<file path="config.mk">
export PLATFORM = sky130hd
export DESIGN_NAME = cla_word_sequencer
export DESIGN_NICKNAME = d
export VERILOG_FILES = /design/src/rtl/cla_word_sequencer.sv
export SDC_FILE = /design/constraint.sdc
export NUM_CORES = 1
export LEC_CHECK = 0
export CAP_MARGIN = 20
export CORE_ASPECT_RATIO = 0.75
export CORE_MARGIN = 2
export CORE_UTILIZATION = 45
export CTS_CLUSTER_DIAMETER = 60
export CTS_CLUSTER_SIZE = 24
export DETAILED_ROUTE_END_ITERATION = 6
export PLACE_DENSITY = 0.81
export SYNTH_ARGS = -nofsm -noshare
export SYNTH_HDL_FRONTEND = slang
export SYNTH_HIERARCHICAL = 1
export SYNTH_SLANG_ARGS = --single-unit
</file>
<file path="constraint.sdc">
create_clock -name clk -period 3.15 [get_ports clk]
set_input_delay 0.945 -clock clk [delete_from_list [all_inputs] [get_ports clk]]
set_output_delay 0.945 -clock clk [all_outputs]
set_load 0.05 [all_outputs]
</file>
<file path="src/rtl/cla_word_sequencer.sv">
// Multi-cycle WORDS x 16-bit adder/subtractor sharing one 16-bit carry-lookahead adder.
// Optional signed-overflow output is enabled by defining CLA_SEQ_OVERFLOW_EN.

module sixteen_bit_cla_adder (
  input  logic [15:0] a,
  input  logic [15:0] b,
  input  logic        cin,
  output logic [15:0] sum,
  output logic        cout
);
  // Four-bit lookahead: returns carries c0..c4 for the given generate/propagate.
  function automatic logic [4:0] lookahead(input logic [3:0] g, input logic [3:0] p, input logic c);
    logic [4:0] r;
    r[0] = c;
    r[1] = g[0] | (p[0] & c);
    r[2] = g[1] | (p[1] & g[0]) | (p[1] & p[0] & c);
    r[3] = g[2] | (p[2] & g[1]) | (p[2] & p[1] & g[0]) | (p[2] & p[1] & p[0] & c);
    r[4] = g[3] | (p[3] & g[2]) | (p[3] & p[2] & g[1]) | (p[3] & p[2] & p[1] & g[0])
         | (p[3] & p[2] & p[1] & p[0] & c);
    return r;
  endfunction

  logic [15:0] g_s;
  logic [15:0] p_s;
  logic [15:0] c_s;
  logic [3:0]  gg_s;
  logic [3:0]  pg_s;
  logic [4:0]  gc_s;
  logic [4:0]  lc_s [4];

  assign g_s  = a & b;
  assign p_s  = a ^ b;
  assign gc_s = lookahead(gg_s, pg_s, cin);

  for (genvar k = 0; k < 4; k++) begin : g_grp
    logic [4:0] grp_s;
    assign grp_s               = lookahead(g_s[4*k +: 4], p_s[4*k +: 4], 1'b0);
    assign gg_s[k]             = grp_s[4];
    assign pg_s[k]             = &p_s[4*k +: 4];
    assign lc_s[k]             = lookahead(g_s[4*k +: 4], p_s[4*k +: 4], gc_s[k]);
    assign c_s[4*k +: 4]       = lc_s[k][3:0];
  end

  assign sum  = p_s ^ c_s;
  assign cout = gc_s[4];
endmodule

module cla_word_sequencer #(
  parameter int WORDS = 4
) (
  input  logic                clk,
  input  logic                rst,
  input  logic                start,
  input  logic                sub,
  input  logic [16*WORDS-1:0] a,
  input  logic [16*WORDS-1:0] b,
  input  logic                cin,
  output logic                busy,
  output logic                done,
  output logic [16*WORDS-1:0] sum,
  output logic                cout
`ifdef CLA_SEQ_OVERFLOW_EN
  ,
  output logic                ovf
`endif
);
  localparam int W  = 16 * WORDS;
  localparam int IW = $clog2(WORDS);
  localparam logic [IW-1:0] LAST_IDX = IW'(WORDS - 1);

  typedef enum logic [1:0] {IDLE = 2'd0, RUN = 2'd1, DONE = 2'd2} state_t;

  state_t        state_r;
  state_t        state_next_s;
  logic [IW-1:0] idx_r;
  logic          carry_r;
  logic          sub_r;
  logic [W-1:0]  a_r;
  logic [W-1:0]  b_r;
  logic [W-1:0]  work_r;
  logic [W-1:0]  work_next_s;
  logic [W-1:0]  sum_r;
  logic          cout_r;
  logic          busy_r;
  logic          done_r;
  logic [15:0]   b_word_s;
  logic [15:0]   add_sum_s;
  logic          add_cout_s;

  // Operands shift down one word per RUN cycle, so the adder always sees bits [15:0];
  // results enter from the top and are aligned after WORDS shifts.
  assign b_word_s    = b_r[15:0] ^ {16{sub_r}};
  assign work_next_s = {add_sum_s, work_r[W-1:16]};

  sixteen_bit_cla_adder u_cla (
    .a    (a_r[15:0]),
    .b    (b_word_s),
    .cin  (carry_r),
    .sum  (add_sum_s),
    .cout (add_cout_s)
  );

  // Next-state logic.
  always_comb begin
    state_next_s = state_r;
    case (state_r)
      IDLE: begin
        if (start) begin
          state_next_s = RUN;
        end else begin
          state_next_s = IDLE;
        end
      end
      RUN: begin
        if (idx_r == LAST_IDX) begin
          state_next_s = DONE;
        end else begin
          state_next_s = RUN;
        end
      end
      DONE:    state_next_s = IDLE;
      default: state_next_s = IDLE;
    endcase
  end

  // State, work registers and registered outputs.
  always_ff @(posedge clk) begin
    if (rst) begin
      state_r <= IDLE;
      idx_r   <= '0;
      carry_r <= 1'b0;
      sub_r   <= 1'b0;
      a_r     <= '0;
      b_r     <= '0;
      work_r  <= '0;
      sum_r   <= '0;
      cout_r  <= 1'b0;
      busy_r  <= 1'b0;
      done_r  <= 1'b0;
`ifdef CLA_SEQ_OVERFLOW_EN
      ovf     <= 1'b0;
`endif
    end else begin
      state_r <= state_next_s;
      busy_r  <= (state_next_s != IDLE);
      done_r  <= (state_next_s == DONE);
      case (state_r)
        IDLE: begin
          if (start) begin
            a_r     <= a;
            b_r     <= b;
            sub_r   <= sub;
            carry_r <= sub ? 1'b1 : cin;
            idx_r   <= '0;
            work_r  <= '0;
          end
        end
        RUN: begin
          a_r     <= {16'h0000, a_r[W-1:16]};
          b_r     <= {16'h0000, b_r[W-1:16]};
          work_r  <= work_next_s;
          carry_r <= add_cout_s;
          // Results are loaded on the last RUN edge so they are already valid while done is high.
          if (idx_r == LAST_IDX) begin
            sum_r  <= work_next_s;
            cout_r <= add_cout_s;
`ifdef CLA_SEQ_OVERFLOW_EN
            ovf    <= (a_r[15] == b_word_s[15]) && (add_sum_s[15] != a_r[15]);
`endif
          end else begin
            idx_r <= idx_r + IW'(1);
          end
        end
        DONE:    ;
        default: ;
      endcase
    end
  end

  assign busy = busy_r;
  assign done = done_r;
  assign sum  = sum_r;
  assign cout = cout_r;
endmodule

</file>
Word-level counts from Yosys, hierarchy flattened
Cells that the tools add are included.
{ "totals": {"ff_bits": 265, "word_cells": 165} }
{ "classes": {"n_mux": 15, "n_addsub": 1, "n_reduce_logical": 11, "bitwise_logic": 122, "eq_ne": 5} }
{ "ops": {"columns": ["op", "count"], "rows": [
  ["$pmux 64 s2", 3],
  ["$mux 64", 3],
  ["$and 1x1->1", 72],
  ["$xor 16x16->16", 3],
  ["$or 1x1->1", 46],
  ["$and 16x16->16", 1],
  ["$reduce_and 4->1", 4],
  ["$pmux 2 s2", 2],
  ["$mux 2", 3],
  ["$reduce_and 2->1", 3],
  ["$eq 2x2->1 const B", 2],
  ["$ne 2x2->1 const B", 2],
  ["$reduce_bool 2->1", 2],
  ["$mux 1", 3],
  ["$reduce_and 3->1", 1],
  ["$add 2x1->2 const B", 1],
  ["$eq 2x1->1 const B", 1],
  ["$logic_not 2->1", 1],
  ["$pmux 1 s2", 1]
]} }

Longest topological paths before layout
Gate-level depths: netlist (run 1).
{ "logic_depth": {"depth_word": 14, "mapped_depth": 13, "ltp_nobuf": 10} }

By module
Netlist (run 1), hierarchy kept.
{ "modules_own_cells": {"columns": ["mod", "area_each_um2", "seq_area_each_um2", "instances", "cells_each"], "rows": [
  ["cla_word_sequencer", 9557.9, 4984.8, 1, 1028],
  ["sixteen_bit_cla_adder", 798.3, 0.0, 1, 98]
]} }

Least setup slack after synthesis (run 1)
No wires, ideal clock.
{ "synth_path": {"path_kind": "register to register", "from": "register sub_r", "to": "register work_r[61]", "t_required_ps": 3022, "slack_ps": 246, "setup_ps": 128, "arrival_ps": 2776, "stages_incl_launch_ff": 13, "path_cell_list": "dfxtp_1 buf_2 buf_2 xor2_1 ha_1 a21o_1 a31oi_4 nor2_1 or3b_4 fa_1 xor2_1 a22oi_1 nor2_1"} }
{ "synth_via": {"elab_chain_cells": 14, "word_cells_on_any_way": 42, "classes_between": "1 x mux; 38 x bitwise; 3 x reduce/logical"} }
{ "synth_lines": {"columns": ["item", "line_no", "source"], "rows": [
  ["start, declared", "77", "logic sub_r;"],
  ["start signal, assigned", "152", "sub_r <= sub;"],
  ["$xor 16x16->16 (*)", "92", "assign b_word_s = b_r[15:0] ^ {16{sub_r}};"],
  ["via b_word_s[7]", "86", "logic [15:0] b_word_s;"],
  ["$xor 16x16->16", "32", "assign p_s = a ^ b;"],
  ["$and 1x1->1", "18", "r[4] = g[3] | (p[3] & g[2]) | (p[3] & p[2] & g[1]) | (p[3] & p[2] & p[1] & g[0])"],
  ["$or 1x1->1 or $and 1x1->1 (tied branches) (2 in a row)", "18", null],
  ["$or 1x1->1", null, null],
  ["$and 1x1->1", "17", "r[3] = g[2] | (p[2] & g[1]) | (p[2] & p[1] & g[0]) | (p[2] & p[1] & p[0] & c);"],
  ["$or 1x1->1 (2 in a row)", "17", null],
  ["$or 1x1->1 (*)", "17", null],
  ["$and 1x1->1 (*)", "15", "r[1] = g[0] | (p[0] & c);"],
  ["$or 1x1->1 (*)", "15", null],
  ["$xor 16x16->16 (*)", "44", "assign sum = p_s ^ c_s;"],
  ["via add_sum_s[13]", "87", "logic [15:0] add_sum_s;"],
  ["$pmux 64 s2 (*)", "147", "case (state_r)"],
  ["end signal, assigned", "161", "work_r <= work_next_s;"],
  ["end, declared", "80", "logic [W-1:0] work_r;"]
]} }
The timed path passes the listed nets; every way through them passes the cells marked *.
A chain may end at the register's enable or synchronous reset.

Final worst setup path (run 1)
{ "layout_path": {"from": "register sub_r", "to": "register work_r[61]"} }
{ "layout_via": {"word_cells_on_any_way": 42, "classes_between": "1 x mux; 38 x bitwise; 3 x reduce/logical"} }
{ "layout_rtl": {"columns": ["item", "line_no"], "rows": [
  ["$xor 16x16->16 (*)", "92"],
  ["via b_word_s[5]", "86"],
  ["$and 16x16->16 or $xor 16x16->16 (tied branches)", "31, 32"],
  ["$and 1x1->1", "18"],
  ["$or 1x1->1 or $and 1x1->1 (tied branches)", "18"],
  ["$or 1x1->1", null],
  ["$and 1x1->1", "17"],
  ["$or 1x1->1 (2 in a row)", "17"],
  ["$or 1x1->1 (*)", "17"],
  ["$and 1x1->1 (*)", "15"],
  ["$or 1x1->1 (*)", "15"],
  ["$xor 16x16->16 (*)", "44"],
  ["via add_sum_s[13]", "87"],
  ["$pmux 64 s2 (*)", "147"]
]} }
Marked as above.

==> results of run 1 <==
-- synth_stat cells (2+ instances only) --
| library cell | count |
|---|---|
| xor2_1 | 19 |
| mux2i_1 | 97 |
| o21bai_1 | 2 |
| inv_1 | 9 |
| a211oi_1 | 98 |
| dfxtp_1 | 249 |
| buf_2 | 43 |
| nor3_1 | 5 |
| buf_1 | 2 |
| nor2_1 | 191 |
| buf_12 | 3 |
| o21ai_0 | 4 |
| nand3b_1 | 2 |
| nand2_1 | 134 |
| a21oi_1 | 74 |
| or3_1 | 2 |
| nand3_1 | 2 |
| a21o_1 | 5 |
| clkbuf_4 | 5 |
| a22oi_1 | 80 |
| xnor2_1 | 6 |
| nor2b_1 | 2 |
| nand4_1 | 3 |
| fa_1 | 4 |
| clkbuf_1 | 37 |
| ha_1 | 17 |
| a211o_1 | 3 |
| buf_4 | 4 |
-- metrics by stage --
stage,util,worst slack [ps],power (mW)
detailed placement,0.5470,311.3,4.565
finish,0.5674,253.2,6.514
CTS,0.5667,295.1,6.554
global route,0.5674,13.06,6.790
floorplan,-,246.2,4.177
global placement,0.5470,340.4,4.536
-- final cells by class --
class,instances,share of cell area
clock buffers,17,0.03034
multi-input cells,772,0.3744
inverters,9,0.002609
clock inverters,7,0.004348
flip-flops and latches,249,0.3853
well taps,300,0.02899
repair buffers,220,0.1740
-- cells by family after synthesis --
kind of cell	Yosys count	share of synthesized area
adders and majority gates	21	0.02827
muxes	97	0.09375
DFF	249	0.4813
xor gates and xnor gates	25	0.02114
and+or+nand+nor	351	0.1357
buffers and inverters	105	0.05304
AOI/OAI and AO/OA	278	0.1868
-- routing by layer --
layer / global-route usage / vias to the layer above
li1: - / 4235
met1: 0.2966 / 3924
met2: 0.3308 / 234
met3: 0.05022 / 36
met4: 0.04435 / 0
met5: 0 / -
-- state kept, by name (all words and copies together) (netlist names) --
name	count
sum	64
busy	1
done	1
b_r	64
a_r	64
work_r	48
cout	1
carry_r	1
sub_r	1
idx_r	2
state_r	2
-- worst max-delay path: stages (launching register included) --
cell and delay (ps):
dfxtp_1 330, buf_12 160, xor2_1 160, ha_1 330, a21o_1 240, a31oi_4 250, nor2_1 90, or3b_4 420
fa_1 380, xor2_1 180, a22oi_1 180, nor2_1 60
-- what timing repair did --
action                                  in CTS  in global routing
buffers inserted                             0                  2
endpoints found under the setup margin       0                  1
hold endpoints to repair                     0                  0
-- power by group --
part | switching [mW] | internal [mW]
logic | 0.550 | 0.501
clock network | 1.08 | 0.928
registers | 0.142 | 3.31
-- path summary, 6_finish.rpt --
check,end,start,cells past startpoint
min,sum[46]$_SDFFE_PP0P_,sum[46]$_SDFFE_PP0P_,2
min reg2reg,sum[46]$_SDFFE_PP0P_,sum[46]$_SDFFE_PP0P_,2
max,work_r[61]$_SDFFE_PP0P_,sub_r$_SDFFE_PP0P_,11
max reg2reg,work_r[61]$_SDFFE_PP0P_,sub_r$_SDFFE_PP0P_,11
==> impl.org, run 1 <==
** Outcome
- Result of the run :: finished, final reports clean

** Place
- DP Wirelength :: 18860 um
- Routability-driven placement finished with a final weighted congestion of 0.8551.
- During placement, the flow inserted port buffers numbering 199.
- # placed instances :: 1548
- The placed instances occupy a cell area of 12480 um2.

** Yosys
- Area leader, netlist :: dfxtp_1
- Number of enable-type register cells in the synthesized netlist :: 0
- Synthesized area per cell :: 9.197 um2
- Synth Instances :: 1126
- For this run, the leading register cell type out of synthesis is dfxtp_1.
- The share of the Yosys chip area taken by registers is 0.4813.
- Count of yosys warnings during synthesis :: 6
- Counting distinct cell types in the post-synthesis netlist gives 52.
- For this run, asynchronously set or reset flops after synthesis account for 0.
- Portion of synthesized cell area occupied by the leading cell type :: 0.4813
- Summing every instance area after synthesis gives 10360 um2.
- Cell types with the largest area share after synthesis :: dfxtp_1 (48%), mux2i_1 (9.4%), a211oi_1 (7.1%)
- The number of nets in the synthesized netlist is 1280.
- Synthesis inferred 249 register bits.

** Floorplan
- From bottom edge to top edge, the die measures 135.4 um.
- Count of standard-cell rows :: 48
- The core region is 22820 um2.
- Pin placement for this block handled 200 I/O pins.
- Horizontal die dimension :: 179.2 um
- The floorplan step defined a die boundary enclosing 24260 um2.
- The initial utilization of the core area, before any placement, comes to 0.4538.

** Drt
- Met3 routed wirelength :: 1931 um
- After detailed routing, the average wire length per cell comes to 16.88 um.
- Final ANT Viol Nets :: 0
- Via count of the routed design :: 8429
- In the routed layout, each cell is associated on average with a via count of 5.355.
- Wires add up to 26580 um.
- After detailed routing, the number of remaining DRC violations is 0.
- Drt first pass iters :: 5
- The detailed router put a total of 12240 um of wire on met1.
- Routed signal wires occupy layers up through met4.
- Number of DRC markers after the initial detailed-route iteration :: 616
- Met2 WL post-DR :: 11890 um

** Clock tree
- Total of hold buffers inserted after clock tree synthesis :: 0
- Number of buffers added by the clock tree synthesis step :: 15
- Clock Root Buffer :: clkbuf_16
- After clock tree synthesis, the repair step resized 0 gates.
- CTS HTree Levels :: 1
- TritonCTS built the clock tree.
- For the worst-skew pair, the clock arrives at the later sink with an insertion delay of 490 ps.
- For this design, the sink count on the clock tree is 249.
- Maximum buffer depth of the clock tree :: 3
- Clock-pin slew reported for the worst setup and hold paths after clock tree synthesis :: 90 ps

** Pwr
- Worst vdd rail ir drop :: 0.2898 mV
- Power density over the cells :: 503.0 nW/um2
- Leakage :: 4.919 nW

** Layout
- Diodes inserted :: 0
- Fillers :: 2034
- Synthesis-to-finish area growth :: 25.03%
- Layout cell share with drive strength beyond 1 :: 0.04396
- Footprint of the flip-flops and latches :: 4989 um2
- The net count of the finished layout is 1421.
- With fillers left out, the area of the finished cells amounts to 12950 um2.
- Leaving out fill and tap cells, the most frequent cell in the layout is dfxtp_1.
- The count of cells in the finished layout, fillers not included, comes to 1574.
- The multi-input combinational cells in the finished layout cover a total of 4848 um2.
- In the layout the commonest cells are dfxtp_1 (248), clkdlybuf4s50_1 (198), nor2_1 (191).

** Timing
- Headroom to the max-slew limit came out at 0.4579.
- Setup total negative slack on the finished layout was measured at 0 ps.
- Between clock sinks in the finished design, the worst skew comes to 17.27 ps.
- The total count of hold-check failures in the final report was 0.
- Highest attainable clock frequency :: 0.3452 GHz
- At the pin with the least slew margin, the transition time is 813.2 ps.
- Max-slew violation count :: 0
- Post-Route Hold Slack :: 457.4 ps
- Setup repair after global routing left no endpoint under its margin.
- Post-layout min period :: 2897 ps
- Count of final setup violators :: 0
- Fraction of the cycle the final worst path needs :: 0.9196

** Worst setup path
- At the worst endpoint, the required time is 3520 ps.
- The worst setup path is launched from a flip-flop.
- STA puts the critical path data arrival time at 3270 ps.
- The worst setup path is captured at a flip-flop.
- Setup slack of the most critical reg-to-reg path :: 250 ps
- Type of the worst setup path :: reg2reg
- Highest fanout seen on the critical path :: 17

** Global route
- For this run, the total global-route usage over all layers was measured as 0.2110.
- The first global-routing pass estimated 40900 um of wire.
- Largest net degree at the start of global routing :: 95
- The initial antenna violation count is 0.
- The total overflow left after global routing is 0.
- The number of global-route vias before repair came to 7755.

** Flow run
- Across the run, the number of max-cap violations was 0.

** Worst hold path
- The tightest min-delay check is of the reg2reg type.
Note: power is estimated with default switching activity, not from simulation.
==> run 2, diff against run 1 <==
Settings changed: MAX_ROUTING_LAYER set to met4.
==> impl.org, run 2 (synthesis gave the netlist of run 1 again) <==
** Layout
- Non-filler cells, final :: 1574
- Most used cells in the layout excluding fill and tap cells :: dfxtp_1 (248), clkdlybuf4s50_1 (198), nor2_1 (191)
- Relative to the synthesized area, the layout overhead comes to 25.67%.
- Diodes inserted :: 0
- Cell area after layout :: 13020 um2
- Layout cell share with drive strength beyond 1 :: 0.04474
- Number of nets in the layout :: 1420
- Most common library cell in the layout ignoring fill and taps :: dfxtp_1

** Clock tree
- Clock-pin slew was measured on the worst setup and hold paths at 90 ps.
- Number of buffers added by the clock tree synthesis step :: 16
- Hold repair after CTS inserted 0 buffers.
- At the later pin of the worst-skew pair, clock insertion delay measures 490 ps.
- In this run, post-CTS repair resized a total of 0 instances.
- Clock Root Buffer :: clkbuf_16
- In this run the number of H-tree levels came out at 1.
- In this run the post-CTS setup repair buffer count came out at 0.
- Number of sinks handled by clock tree synthesis :: 249
- Maximum buffer depth of the clock tree :: 3
- Clock tree from TritonCTS :: yes

** Timing
- In the final timing run, aggregate negative setup slack is 0 ps.
- The worst pin sits at a relative slew slack of 0.4108.
- In the post-route analysis, the smallest setup slack over all paths is 308.9 ps.
- Setup repair after global routing left no endpoint under its margin.
- Setup violations remaining at the end of the flow were counted as 0.
- Final Hold Violating Endpoints :: 0
- Post-layout min period :: 2841 ps
- In the finished design, the share of the clock period the worst path needs comes to 0.9019.
- Worst Skew :: 15.71 ps
- At the pin with the least slew margin, the transition time is 883.7 ps.
- Highest attainable clock frequency :: 0.3520 GHz
- Max-slew violation count :: 0

** Pwr
- Power after layout :: 6.795 mW
- Power density over the cells :: 522.1 nW/um2
- Leakage :: 4.945 nW
- Worst vdd rail ir drop :: 0.3207 mV

** Global route
- Number of antenna violations at the first check in global routing :: 0
- GRT Util Overall :: 0.2206
- Largest net degree at the start of global routing :: 97
- Vias in the first global route :: 7903
- Global-route wire length before repair :: 41620 um
- Leftover overflow at the end of global routing :: 0

** Drt
- After detailed routing, the number of remaining DRC violations is 0.
- Number of DRC markers after the initial detailed-route iteration :: 643
- Before antenna repair, the detailed router went through 5 iterations.
- For this block, the routed nets add up to 26460 um of wire.
- Detailed routing inserted a total of 8524 vias.
- Final ANT Viol Nets :: 0
- DR WL/cell :: 16.81 um
- In the routed layout, each cell is associated on average with a via count of 5.416.

** Place
- DP Wirelength :: 18920 um
- Once placement finished, the instance area stood at 12460 um2.
- Counting tap cells, the placed design contains a total of 1548 instances.
- Number of port buffers :: 199
- At the end of routability-driven placement, the weighted congestion stood at 0.8536.
- Pre-CTS WS :: 344.1 ps

** Worst setup path
- For the worst setup path, the data required time is 3520 ps.
- For the worst setup path, the data arrival time is 3220 ps.
- Critical path endpoint category :: flip-flop
- In this run the worst path has a maximum fanout of 17.
- CP startpoint kind :: flip-flop
- Type of the worst setup path :: reg2reg

** Flow run
- Maximum capacitance violations :: 0

** Floorplan
- From left edge to right edge, the die measures 179.2 um.
- The floorplan step set the die height to 135.4 um.
- Total I/O pin count :: 200
- The floorplan step defined a die boundary enclosing 24260 um2.
- Count of standard-cell rows :: 48
- After floorplanning, the core was sized to cover 22820 um2.
- The initial utilization of the core area, before any placement, comes to 0.4538.

** Worst hold path
- The min-delay analysis places its worst path in the category reg2reg.

** Outcome
- The flow ran to the end, and the final reports show no timing, DRC or antenna violations.
run 2: cell count changes in the layout (fill, tap and decap cells not counted), sizes merged:
cell,change
clkinv,-1
bufinv,+2
clkinvlp,+1
buf,-2
run 2: cell type report:
type	instances	area, um2
clock buffers	17	425.4
clock inverters	9	130.1
fillers	2002	9807
inverters	9	33.78
multi-input cells	772	4848
flip-flops and latches	249	4989
well taps	300	375.4
repair buffers	218	2213
run 2: through the flow:
stage | util | hold slack, ps
5_1_grt | 0.5703 | 480.8
3_5_place_dp | 0.5459 | 448.5
2_1_floorplan | - | 432.3
4_1_cts | 0.5703 | 461.3
6_report | 0.5703 | 460.2
3_3_place_gp | 0.5459 | 444.3
run 2: path summary, 6_finish.rpt:
kind	start	to	slack (ps)	cells after the start
max	sub_r$_SDFFE_PP0P_	work_r[61]$_SDFFE_PP0P_	310	11
min	sum[0]$_SDFFE_PP0P_	sum[0]$_SDFFE_PP0P_	460	2
max reg2reg	sub_r$_SDFFE_PP0P_	work_r[61]$_SDFFE_PP0P_	310	11
min reg2reg	sum[0]$_SDFFE_PP0P_	sum[0]$_SDFFE_PP0P_	460	2
run 2: per-layer routing:
metal	GRT usage	part of all wire	vias up
met4	0.05152	0.021	0
li1	-	-	4241
met3	0.04489	0.073	39
met5	-	0	-
met2	0.3410	0.45	262
met1	0.2979	0.46	3982
run 2: worst max-delay path: stages (launching register included):
cell and delay, ps:
dfxtp_1 330, buf_12 160, xor2_1 160, ha_1 330
a21o_1 230, a31oi_4 240, nor2_1 80, or3b_4 410
fa_1 380, xor2_1 180, a22oi_1 160, nor2_1 50
run 2: where the power goes:
part | total [mW] | switching (mW) | leakage (nW) | internal [mW]
registers | 3.45 | 0.144 | 2.04 | 3.31
logic | 1.04 | 0.546 | 2.64 | 0.496
clock network | 2.30 | 1.12 | 0.269 | 1.18
total | 6.79 | 1.81 | 4.95 | 4.99
==> run 3, diff against run 2 <==
Settings changed: CORE_UTILIZATION 45 to 38, CTS_BUF_LIST set to sky130_fd_sc_hd__clkbuf_4 sky130_fd_sc_hd__clkbuf_8, PLACE_DENSITY 0.81 to 0.72.
==> impl.org, run 3 (synthesis gave the netlist of run 1 again) <==
** Clock tree
- Clock tree from TritonCTS :: yes
- Clock-pin slew reported for the worst setup and hold paths after clock tree synthesis :: 140 ps
- Clock tree synthesis inserted a total of 18 buffers.
- No sink is reached through more buffers than the 3 on the longest clock path.
- For this design, the CTS-stage hold fixing added 0 buffers.
- Post-CTS Resized :: 0
- Post-CTS timing repair inserted 0 buffers for setup.
- For this design, the sink count on the clock tree is 249.
- CTS HTree Levels :: 1
- Clock latency reported for the late side of the worst-skew pair :: 550 ps
- Clock Root Buffer :: clkbuf_8

** Worst setup path
- On the worst path, the slowest cell contributes a delay of 410 ps.
- The worst setup path is launched from a flip-flop.
- Arr. time, crit path :: 3320 ps
- The slowest stage of the critical path is the or3b_4 cell.
- Type of the worst setup path :: reg2reg
- The startpoint identified for the worst register-to-register timing path is sub_r$_SDFFE_PP0P_.
- Together, buffers and inverters on the worst path number 1.
- CP Data Required Time :: 3600 ps
- In this run the worst setup path terminates at work_r[61]$_SDFFE_PP0P_.
- The critical path crosses 11 cells after its start point.
- Cell-by-cell listing of the critical path :: buf_4 -> xor2_1 -> ha_1 -> a21o_1 -> a31oi_4 -> nor2_1 -> or3b_4 -> fa_1 -> xor2_1 -> a22oi_1 -> nor2_1
- R2r worst-path depth :: 11
- In this design, the largest share of critical-path delay is due to adder cells.
- Along the worst path, the maximum fanout reaches 14.
- Setup slack on the worst reg-to-reg path comes out at 280 ps.
- The most critical setup path has its startpoint at sub_r$_SDFFE_PP0P_.
- In this run the critical register-to-register path is captured at work_r[61]$_SDFFE_PP0P_.
- Critical path endpoint category :: flip-flop

** Floorplan
- In this run the standard cell core region covers 26870 um2.
- The die covers 28600 um2.
- The initial utilization of the core area, before any placement, comes to 0.3854.
- Count of standard-cell rows :: 52
- The floorplan step set the die height to 147.0 um.
- Horizontal die dimension :: 194.6 um
- In this run the count of I/O pins placed on the die edge is 200.

** Drt
- In this run the remaining antenna-violating nets after routing total 0.
- Dividing the detail-routed via count by the number of cells gives 5.143.
- Drt total wl :: 27800 um
- For this run, the detailed router's first-pass iteration total came to 5.
- For this run, design rule violations remaining after detail routing come to 0.
- In this run, the number of DRC markers left after iteration 0 of detailed routing was 632.
- DR WL/cell :: 17.07 um
- Detailed routing inserted a total of 8372 vias.

** Global route
- GRT Max-Usage Layer :: met2
- Grt met1 use :: 0.2804
- Global-route wire length before repair :: 43930 um
- Entering global routing, the biggest net connects 121 pins.
- Leftover overflow at the end of global routing :: 0
- Number of antenna violations at the first check in global routing :: 0
- For met2 alone, demand over resource in global routing was 0.2867.
- GRT Util Overall :: 0.1969
- For met3 alone, demand over resource in global routing was 0.04201.
- The number of global-route vias before repair was 7960.

** Place
- Gp weighted congestion :: 0.8277
- Number of port buffers :: 199
- Pre-CTS WS :: 284.0 ps
- DP Wirelength :: 19500 um

** Timing
- For the pin with the worst max-slew slack, the measured transition is 816.5 ps.
- Final Hold Violating Endpoints :: 0
- Count of final setup violators :: 0
- On the final layout, the worst clock skew is 28.97 ps.
- Timing would allow up to 0.3483 GHz.
- The number of max-slew violations in the final report came to 0.
- Setup slack closes at 279.2 ps.
- Setup_tns :: 0 ps
- Unrepaired setup endpoints after global routing :: false
- Post-layout min period :: 2871 ps
- Across all hold checks on the routed design, the worst slack comes to 462.9 ps.
- Headroom to the max-slew limit came out at 0.4557.
- Fraction of the cycle the final worst path needs :: 0.9114

** Pwr
- Power density over the cells :: 491.9 nW/um2
- Total power for the finished layout comes to 6.353 mW.
- The worst-case IR drop observed on VDD is 0.2975 mV.
- Leakage :: 4.865 nW

** Layout
- Diodes inserted :: 0
- Of the cells placed in the final design, the portion with a size suffix greater than 1 is 0.04699.
- Area used by multi-input combinational logic :: 4848 um2
- Footprint of the flip-flops and latches :: 4989 um2
- Fillers :: 2563
- Most used cells in the layout excluding fill and tap cells :: dfxtp_1 (248), clkdlybuf4s50_1 (198), nor2_1 (191)
- For this run, the share of the core covered by cells in the final layout is 0.4806.
- Leaving out fill and tap cells, the most frequent cell in the layout is dfxtp_1.
- After the last flow step, the layout net total stands at 1421.
- Synthesis-to-finish area growth :: 24.71%

** Outcome
- The flow ran to the end, and the final reports show no timing, DRC or antenna violations.

** Worst hold path
- Type of the worst min-delay path :: reg2reg

** Flow run
- Maximum capacitance violations :: 0
-- run 3: how the worst min path moves through the flow --
stage | startpoint | end | slack, ps | cells after the start
floorplan | work_r[16]$_SDFFE_PP0P_ | sum[0]$_SDFFE_PP0P_ | 430 | 2
global placement | work_r[24]$_SDFFE_PP0P_ | sum[8]$_SDFFE_PP0P_ | 440 | 2
detailed placement | sum[12]$_SDFFE_PP0P_ | sum[12]$_SDFFE_PP0P_ | 450 | 2
CTS | sum[12]$_SDFFE_PP0P_ | sum[12]$_SDFFE_PP0P_ | 460 | 2
global route | sum[17]$_SDFFE_PP0P_ | sum[17]$_SDFFE_PP0P_ | 480 | 2
finish | sum[12]$_SDFFE_PP0P_ | sum[12]$_SDFFE_PP0P_ | 460 | 2
-- run 3: through the flow --
step	cell area, um2	std cells
2_1_floorplan	10360	1126
3_3_place_gp	12520	1598
3_5_place_dp	12520	1598
4_1_cts	12910	1628
5_1_grt	12910	1628
6_report	12910	1628
-- run 3: worst register-to-register path, cell delays in order, from the launching register on --
cell	delay, ps
dfxtp_1	310
buf_4	200
xor2_1	180
ha_1	350
a21o_1	240
a31oi_4	250
nor2_1	70
or3b_4	410
fa_1	380
xor2_1	180
a22oi_1	160
nor2_1	50
-- run 3: final cells by class --
cell class | count | area share
Multi-Input combinational cell | 772 | 0.3754
Tap cell | 351 | 0.03400
Sequential cell | 249 | 0.3863
Inverter | 9 | 0.002616
Timing Repair Buffer | 217 | 0.1708
Clock inverter | 11 | 0.01066
Clock buffer | 19 | 0.02025
-- run 3: layer usage --
metal | share of wire | up-vias
met3 | 0.063 | 34
met2 | 0.42 | 216
met4 | 0.019 | 0
met5 | 0 | -
li1 | - | 4237
met1 | 0.50 | 3885
-- run 3: power by group --
group | switching, mW | total (mW) | internal (mW)
logic | 0.566 | 1.06 | 0.496
registers | 0.135 | 3.45 | 3.31
clock network | 1.20 | 1.84 | 0.648
